==> src/rtl/mem_port_arbiter.sv <==
// Arbitrates one single-port memory between instruction fetch and load/store.
// One transaction in flight at a time, with wait-state timeout and a registered completion pulse.
module mem_port_arbiter #(
    parameter int AW      = 30,
    parameter int DW      = 32,
    parameter int TIMEOUT = 16
) (
    input  logic          CLK,
    input  logic          RST,
    input  logic          IREQ,
    input  logic [AW-1:0] IADDR,
    output logic [DW-1:0] IDATA,
    output logic          IVALID,
    input  logic          DREQ,
    input  logic          DRW,
    input  logic [AW-1:0] DADDR,
    input  logic [DW-1:0] DWDATA,
    output logic [DW-1:0] DRDATA,
    output logic          DVALID,
    output logic          STALL,
    output logic          ERR,
    output logic          MREQ,
    output logic          MRW,
    output logic [AW-1:0] MADDR,
    output logic [DW-1:0] MWDATA,
    input  logic [DW-1:0] MRDATA,
    input  logic          MACK
);

    localparam int CW = $clog2(TIMEOUT + 1);
    localparam logic [CW-1:0] TMAX = CW'(TIMEOUT);

    typedef enum logic [1:0] {
        IDLE,
        IWAIT,
        DWAIT
    } state_t;

    state_t        state;
    logic [CW-1:0] wait_cnt;

    assign STALL = (IREQ & ~IVALID) | (DREQ & ~DVALID);

    always_ff @(posedge CLK or posedge RST) begin
        if (RST) begin
            state    <= IDLE;
            wait_cnt <= '0;
            IDATA    <= '0;
            IVALID   <= 1'b0;
            DRDATA   <= '0;
            DVALID   <= 1'b0;
            ERR      <= 1'b0;
            MREQ     <= 1'b0;
            MRW      <= 1'b0;
            MADDR    <= '0;
            MWDATA   <= '0;
        end else begin
            IVALID <= 1'b0;
            DVALID <= 1'b0;
            unique case (state)
                IDLE: begin
                    // The ~xVALID terms stop a request from re-winning in its own retire cycle.
                    if (DREQ && !DVALID) begin
                        state    <= DWAIT;
                        wait_cnt <= '0;
                        MREQ     <= 1'b1;
                        MRW      <= DRW;
                        MADDR    <= DADDR;
                        MWDATA   <= DWDATA;
                    end else if (IREQ && !IVALID) begin
                        state    <= IWAIT;
                        wait_cnt <= '0;
                        MREQ     <= 1'b1;
                        MRW      <= 1'b0;
                        MADDR    <= IADDR;
                        MWDATA   <= '0;
                    end
                end
                IWAIT, DWAIT: begin
                    if (MACK) begin
                        state <= IDLE;
                        MREQ  <= 1'b0;
                        if (state == IWAIT) begin
                            IVALID <= 1'b1;
                            IDATA  <= MRDATA;
                        end else begin
                            DVALID <= 1'b1;
                            if (!MRW) DRDATA <= MRDATA;
                        end
                    end else if (wait_cnt == TMAX) begin
                        // Abort still retires the request so the pipeline can move on.
                        state <= IDLE;
                        MREQ  <= 1'b0;
                        ERR   <= 1'b1;
                        if (state == IWAIT) begin
                            IVALID <= 1'b1;
                            IDATA  <= '0;
                        end else begin
                            DVALID <= 1'b1;
                            DRDATA <= '0;
                        end
                    end else begin
                        wait_cnt <= wait_cnt + 1'b1;
                    end
                end
                default: state <= IDLE;
            endcase
        end
    end

endmodule

==> config.mk <==
export PLATFORM = sky130hd
export DESIGN_NAME = mem_port_arbiter
export DESIGN_NICKNAME = d
export VERILOG_FILES = /design/src/rtl/mem_port_arbiter.sv
export SDC_FILE = /design/constraint.sdc
export NUM_CORES = 1
export LEC_CHECK = 0
export CAP_MARGIN = 30
export CORE_UTILIZATION = 41
export CTS_BUF_LIST = sky130_fd_sc_hd__clkbuf_16
export DETAILED_ROUTE_END_ITERATION = 6
export PLACE_DENSITY_LB_ADDON = 0.2
export SYNTH_ARGS = -nofsm -noshare
export SYNTH_HDL_FRONTEND = slang
export SYNTH_SLANG_ARGS = --single-unit
export TNS_END_PERCENT = 10
==> constraint.sdc <==
create_clock -name CLK -period 5.75 [get_ports CLK]
set_input_delay 0.575 -clock CLK [delete_from_list [all_inputs] [get_ports CLK]]
set_output_delay 0.575 -clock CLK [all_outputs]
set_load 0.005 [all_outputs]
==> summary.md, run 1 <==
| Metric | Value |
|---|---|
| R2R Setup Slk | `3.13 ns` |
| Setup TNS | `0 ns` |
| Non-filler instance count after layout | `855` |
| Pin count of the biggest net entering global routing | `73` |
| Combinational power share | `39.5%` |
| Worst setup path endpoint | `STALL` |
| Worst R2R Start | `DVALID` |
| Slew Limit Fails | `0` |
| GPL Wtd Cong | `0.751` |
| Tightest Pin Transition | `0.932 ns` |
| VDD IR max | `309 µV` |
| Status | `finished, final reports clean` |
| Final hold viol count | `0` |
| CTS Hold Bufs | `0` |
| Post-layout power | `4.74 mW` |
| CTS Sinks | `138` |
| RR Endpoint | `MADDR[13]` |
| DRT iter0 DRCs | `327` |
| Number of synthesized flops with an enable pin | `0` |
| PortBufs | `261` |
| Vias | `4459` |
| Post-synthesis instance area | `5480 µm²` |
| Final min period | `2.82 ns` |
| Synthesized instance count | `417` |
| I/O pin cnt | `262` |
| Slew headroom | `37.9%` |
| TritonCTS Buffers | `17` |
| DRT Wirelength | `14800 µm` |
| Worst path required time | `5.18 ns` |
| Hold WC Path Type | `register to register` |
| Most numerous cell in the Yosys netlist | `dfrtp_1` |
| Cells after DPL | `824` |
| Cells on worst reg2reg path | `5` |
| Crit share post-route | `49.0%` |
| Clock root buffer | `clkbuf_16` |
| H-tree levels | `4` |
| DP Area | `8180 µm²` |
| Initial antenna violation count | `0` |
| Hold path start | `ERR` |
| Synth top cells by count | `dfrtp_1 (138), a22o_1 (97), nand2_1 (36)` |
| Fin nets | `806` |
| Vias in the first global route | `4656` |
| Setup crit start | `DREQ` |
| # DRC | `0` |
| Critical path capture point type | `output port` |
| Overall Global Routing Usage | `22.5%` |
| Post-synth top flop | `dfrtp_1` |
| Switching Share | `28.6%` |
| Internal Power | `3.38 mW` |
| Die area | `13800 µm²` |
| Synth top area cells | `dfrtp_1 (63%), a22o_1 (15%), mux2i_1 (5.5%), o21ai_0 (3.1%), nand2_1 (2.5%)` |
| Register area share after synthesis | `63.0%` |
| CP max FO | `36` |
| Clock power share | `25.3%` |
| Initial Util | `42.8%` |
| Fin area | `8830 µm²` |
| Crit Path Category | `primary input to output port` |
| Seq pwr share | `35.1%` |
| RSZ-0062 raised after global routing | `no` |
| Clock slew at reported path FFs | `0.05 ns` |
| Detail Route Antenna Nets | `0` |
| Routed vias/inst | `5.22` |
| Register area | `3450 µm²` |
| Clk buf depth | `2` |
| F_max | `355 MHz` |
| Layout Skew | `0.00498 ns` |
| Synthesized area per cell | `13.1 µm²` |
| Synth Warn # | `0` |
| Die extent in x | `118 µm` |
| Post-CTS resize count | `0` |
| Distinct cells, synth | `30` |
| Fill cell count | `961` |
| Final setup viols | `0` |
| Grt ovf | `0` |
| Post-synth top area share | `63.0%` |
| Clk_lat worst skew | `0.41 ns` |
| Synthesized net count | `552` |
| CTS tree | `built` |
| Area of the multi-input gates | `1820 µm²` |
| First-pass GRT wire length | `24300 µm` |
| Routed wire per std cell | `17.4 µm` |
| CP startpoint kind | `primary input` |
| Leak | `3.96 nW` |
| Share of layout cells above drive strength 1 | `6.00%` |
| Yosys reg bits | `138` |
| Post CTS Setup Buffer Count | `0` |
| Drt first pass iters | `4` |
| Max-cap viol count | `0` |
| Synth area leader | `dfrtp_1` |
| DP Wirelength | `10200 µm` |
| PwrDens | `537 nW/µm²` |
| NetSw | `1.36 mW` |
| Die H | `118 µm` |
| CP Data Arrival Time | `2.24 ns` |
| ANT cells | `0` |
| Core ar. | `12800 µm²` |
| Rows | `41` |
| Async SR Flop Fraction | `100%` |
| Layout Area Growth over Synthesis | `61.1%` |
==> critical path, cell delays in order <==
cell	delay, ns
clkdlybuf4s50_1	0.42
nand2b_2	0.09
buf_4	0.46
nand2_1	0.18
clkdlybuf4s50_1	0.51
==> area by class of cell <==
type                            count  area share (%)
Clock inverter                     14            2.56
Timing Repair Buffer              267            30.1
Multi-Input combinational cell    240            20.7
Inverter                            7           0.354
Sequential cell                   138            39.1
Tap cell                          172            2.44
Clock buffer                       17            4.82
==> worst min path at each step <==
| stage | to | slack (ns) | depth (start not counted) |
|---|---|---|---|
| 2_1_floorplan | ERR | 0.45 | 1 |
| 3_3_place_gp | ERR | 0.44 | 1 |
| 3_5_place_dp | ERR | 0.46 | 1 |
| 4_1_cts | ERR | 0.47 | 1 |
| 5_1_grt | ERR | 0.49 | 1 |
| 6_report | ERR | 0.47 | 1 |
==> power groups by stage <==
stage	Sequential (mW)	Combinational (mW)	Clock, mW
6_report	1.67	1.87	1.20
5_1_grt	1.72	2.03	1.27
4_1_cts	1.66	1.90	1.22
3_5_place_dp	1.66	1.90	0
3_3_place_gp	1.65	1.85	0
2_1_floorplan	1.68	0.760	0
==> cell families after synthesis <==
logic type	Yosys count	share of synthesized area (%)
AOI/OAI and AO/OA	144	20.4
DFF	138	63.0
and+or+nand+nor	61	6.14
buffers and inverters	39	3.86
muxes	30	5.48
adders and majority gates	5	1.14
==> placed cells by master (no fill, tap or decap), types with 4 or more instances in the layout <==
master / instances
clkdlybuf4s50_1: 261
dfrtp_1: 138
a22o_1: 97
nand2_1: 36
o21ai_0: 34
mux2i_1: 30
clkbuf_16: 17
and3_1: 6
inv_1: 6
bufinv_16: 6
buf_4: 6
ha_1: 5
a211o_1: 4
clkinv_1: 4
==> flip-flops by register name, summed over array words and instances (netlist names) <==
signal / count
IVALID: 1
DRDATA: 32
ERR: 1
DVALID: 1
IDATA: 32
MRW: 1
wait_cnt: 5
MADDR: 30
MWDATA: 32
state: 2
MREQ: 1
==> routing by layer <==
layer	wire length (µm)	track usage [%]	part of all wire (%)	vias to the layer above
met3	1060	7.27	7.2	17
met5	0	0	0	-
met2	7160	35.7	48	209
met1	6400	28.9	43	2176
met4	218	7.37	1.5	0
li1	-	-	-	2057
==> metrics by stage <==
stage               utilization (%)  worst slack [ns]  hold WS (ns)
detailed placement             63.8              2.55         0.455
global route                   68.9              2.81         0.486
CTS                            68.9              2.92         0.471
global placement               63.8              2.66         0.443
finish                         68.9              2.93         0.471
floorplan                         -              1.48         0.451
No activity file was read; power rests on OpenSTA's default activity.
==> inputs of run 2 (changes only) <==
==> constraint.sdc (replaced) <==
create_clock -name CLK -period 2.8 [get_ports CLK]
set_input_delay 0.28 -clock CLK [delete_from_list [all_inputs] [get_ports CLK]]
set_output_delay 0.28 -clock CLK [all_outputs]
set_load 0.005 [all_outputs]
==> summary.md, run 2 (synthesized netlist as in run 1, its figures left out) <==
| Metric | Value |
|---|---|
| Status | `finished, final reports clean (unchanged)` |
| Grt ovf | `0 (unchanged)` |
| Post-layout util | `68.5% (was 68.9%)` |
| CP delay by family, top | `simple AND/OR/NAND/NOR gates (was buffers and inverters)` |
| DRT Wirelength | `14700 µm (was 14800 µm)` |
| Vias in the first global route | `4683 (was 4656)` |
| Clk_lat worst skew | `0.41 ns (about the same)` |
| # DRC | `0 (unchanged)` |
| H-tree levels | `4 (unchanged)` |
| Tightest Pin Transition | `0.743 ns (was 0.932 ns)` |
| Drt first pass iters | `4 (unchanged)` |
| Final WS setup | `0.755 ns (was 2.93 ns)` |
| F_max | `489 MHz` |
| Pin count of the biggest net entering global routing | `82 (was 73)` |
| Final min period | `2.05 ns` |
| First-pass GRT wire length | `24300 µm (about the same)` |
| Slowest stage delay, CP | `0.42 ns (was 0.51 ns)` |
| Post-layout power | `9.38 mW (was 4.74 mW)` |
| PwrDens | `1070 nW/µm² (was 537 nW/µm²)` |
| Setup TNS | `0 ns (unchanged)` |
| CP Data Arrival Time | `2.33 ns (was 2.24 ns)` |
| Met2 usage | `36.0% (was 35.7%)` |
| Met1 Use GR | `28.1% (was 28.9%)` |
| VDD IR max | `467 µV (was 309 µV)` |
| I/O pin cnt | `262 (unchanged)` |
| Die area | `13800 µm² (unchanged)` |
| CTS Hold Bufs | `0 (unchanged)` |
| CP max FO | `33 (was 36)` |
| Worst path required time | `3.09 ns (was 5.18 ns)` |
| ANT cells | `0 (unchanged)` |
| DRT iter0 DRCs | `281 (was 327)` |
| Hold WC Path Type | `primary input to async pin (was register to register)` |
| Final hold viol count | `0 (unchanged)` |
| Overall Global Routing Usage | `22.3% (was 22.5%)` |
| Share of layout cells above drive strength 1 | `6.43% (was 6.00%)` |
| CP max-delay cell | `dfrtp_1 (was clkdlybuf4s50_1)` |
| Clock slew at reported path FFs | `0.06 ns (was 0.05 ns)` |
| Commonest non-fill, non-tap cell in the layout | `clkdlybuf4s50_1 (unchanged)` |
| Layout Skew | `0.00967 ns (was 0.00498 ns)` |
| Initial Util | `42.8% (unchanged)` |
| Detail Route Antenna Nets | `0 (unchanged)` |
| Fin nets | `807 (was 806)` |
| Post-CTS resize count | `0 (unchanged)` |
| Routed wire per std cell | `17.2 µm (was 17.4 µm)` |
| Top Registers | `DRDATA: 32 flops, IDATA: 32 flops, MWDATA: 32 flops (unchanged)` |
| TritonCTS Buffers | `17 (unchanged)` |
| Crit share post-route | `73.0%` |
| CTS tree | `built (unchanged)` |
| Final setup viols | `0 (unchanged)` |
| GRT Max-Usage Layer | `met2 (unchanged)` |
| Crit Path Category | `register to register (was primary input to output port)` |
| Routed vias/inst | `5.19 (was 5.22)` |
| Max-cap viol count | `0 (unchanged)` |
| Die H | `118 µm (unchanged)` |
| Slew headroom | `50.3% (was 37.9%)` |
| RSZ-0062 raised after global routing | `no (unchanged)` |
| Die extent in x | `118 µm (unchanged)` |
| CP Buf/Inv Count | `1 (was 3)` |
| PortBufs | `261 (unchanged)` |
| GPL Wtd Cong | `0.760 (was 0.751)` |
| Initial antenna violation count | `0 (unchanged)` |
| Vias | `4439 (was 4459)` |
| Clock root buffer | `clkbuf_16 (unchanged)` |
| Core ar. | `12800 µm² (unchanged)` |
| Critical path capture point type | `register (was output port)` |
| Clk buf depth | `2 (unchanged)` |
| Met3 usage | `7.03% (was 7.27%)` |
| CP Cell Sequence | `inv_1, ha_1, nor4bb_4, or2_4, nand3_4, a22o_1 (was clkdlybuf4s50_1, nand2b_2, buf_4, nand2_1, clkdlybuf4s50_1)` |
| Layout Area Growth over Synthesis | `60.2% (was 61.1%)` |
| Rows | `41 (unchanged)` |
| Leak | `3.94 nW (was 3.96 nW)` |
| CP startpoint kind | `register (was primary input)` |
| DP Wirelength | `10400 µm (was 10200 µm)` |
| Most frequent cells in the layout | `clkdlybuf4s50_1 (261), dfrtp_1 (138), a22o_1 (97) (unchanged)` |
| Worst slack at placement | `0.754 ns (was 2.55 ns)` |
| Post CTS Setup Buffer Count | `0 (unchanged)` |
| CTS Sinks | `138 (unchanged)` |
| Slew Limit Fails | `0 (unchanged)` |
## run 2: area by class of cell
| class | count | area, µm² |
|---|---|---|
| tap | 172 | 215 |
| clock inverter | 14 | 133 |
| multi-input combinational | 240 | 1820 |
| inverter | 7 | 30.0 |
| sequential | 138 | 3450 |
| fill | 964 | 4040 |
| timing repair buffer | 268 | 2700 |
| clock buffer | 17 | 425 |
## run 2: power breakdown
group / internal, mW / total [mW] / leakage [nW] / switching, mW
combinational: 2.42 / 3.87 / 1.91 / 1.45
clock: 1.29 / 2.10 / 0.285 / 0.802
sequential: 2.89 / 3.42 / 1.75 / 0.527
total: 6.61 / 9.38 / 3.94 / 2.78
## run 2: per-stage QoR
stage / instances / area [µm²] / hold WS (ns)
floorplan: 417 / 5490 / 0.413
CTS: 856 / 8780 / 0.373
global route: 856 / 8780 / 0.407
detailed placement: 825 / 8230 / 0.470
global placement: 825 / 8230 / 0.459
finish: 856 / 8780 / 0.364
## run 2: per-layer routing
metal / vias up / wire [µm]
met2: 213 / 7270
met4: 0 / 161
met1: 2155 / 6040
li1: 2059 / -
met3: 12 / 1270
met5: - / 0
## run 2: worst paths after layout
kind                              end        start  depth (start not counted)  slack [ns]
hold / removal              IDATA[18]          RST                          2        0.36
setup / recovery            IDATA[12]  wait_cnt[0]                          6        0.75
setup reg to reg            IDATA[12]  wait_cnt[0]                          6        0.75
min in group CLK           MWDATA[25]   DWDATA[25]                          2        0.47
max in group asynchronous   MWDATA[6]          RST                          3        1.72
hold reg to reg             MADDR[28]    MADDR[28]                          2        0.48
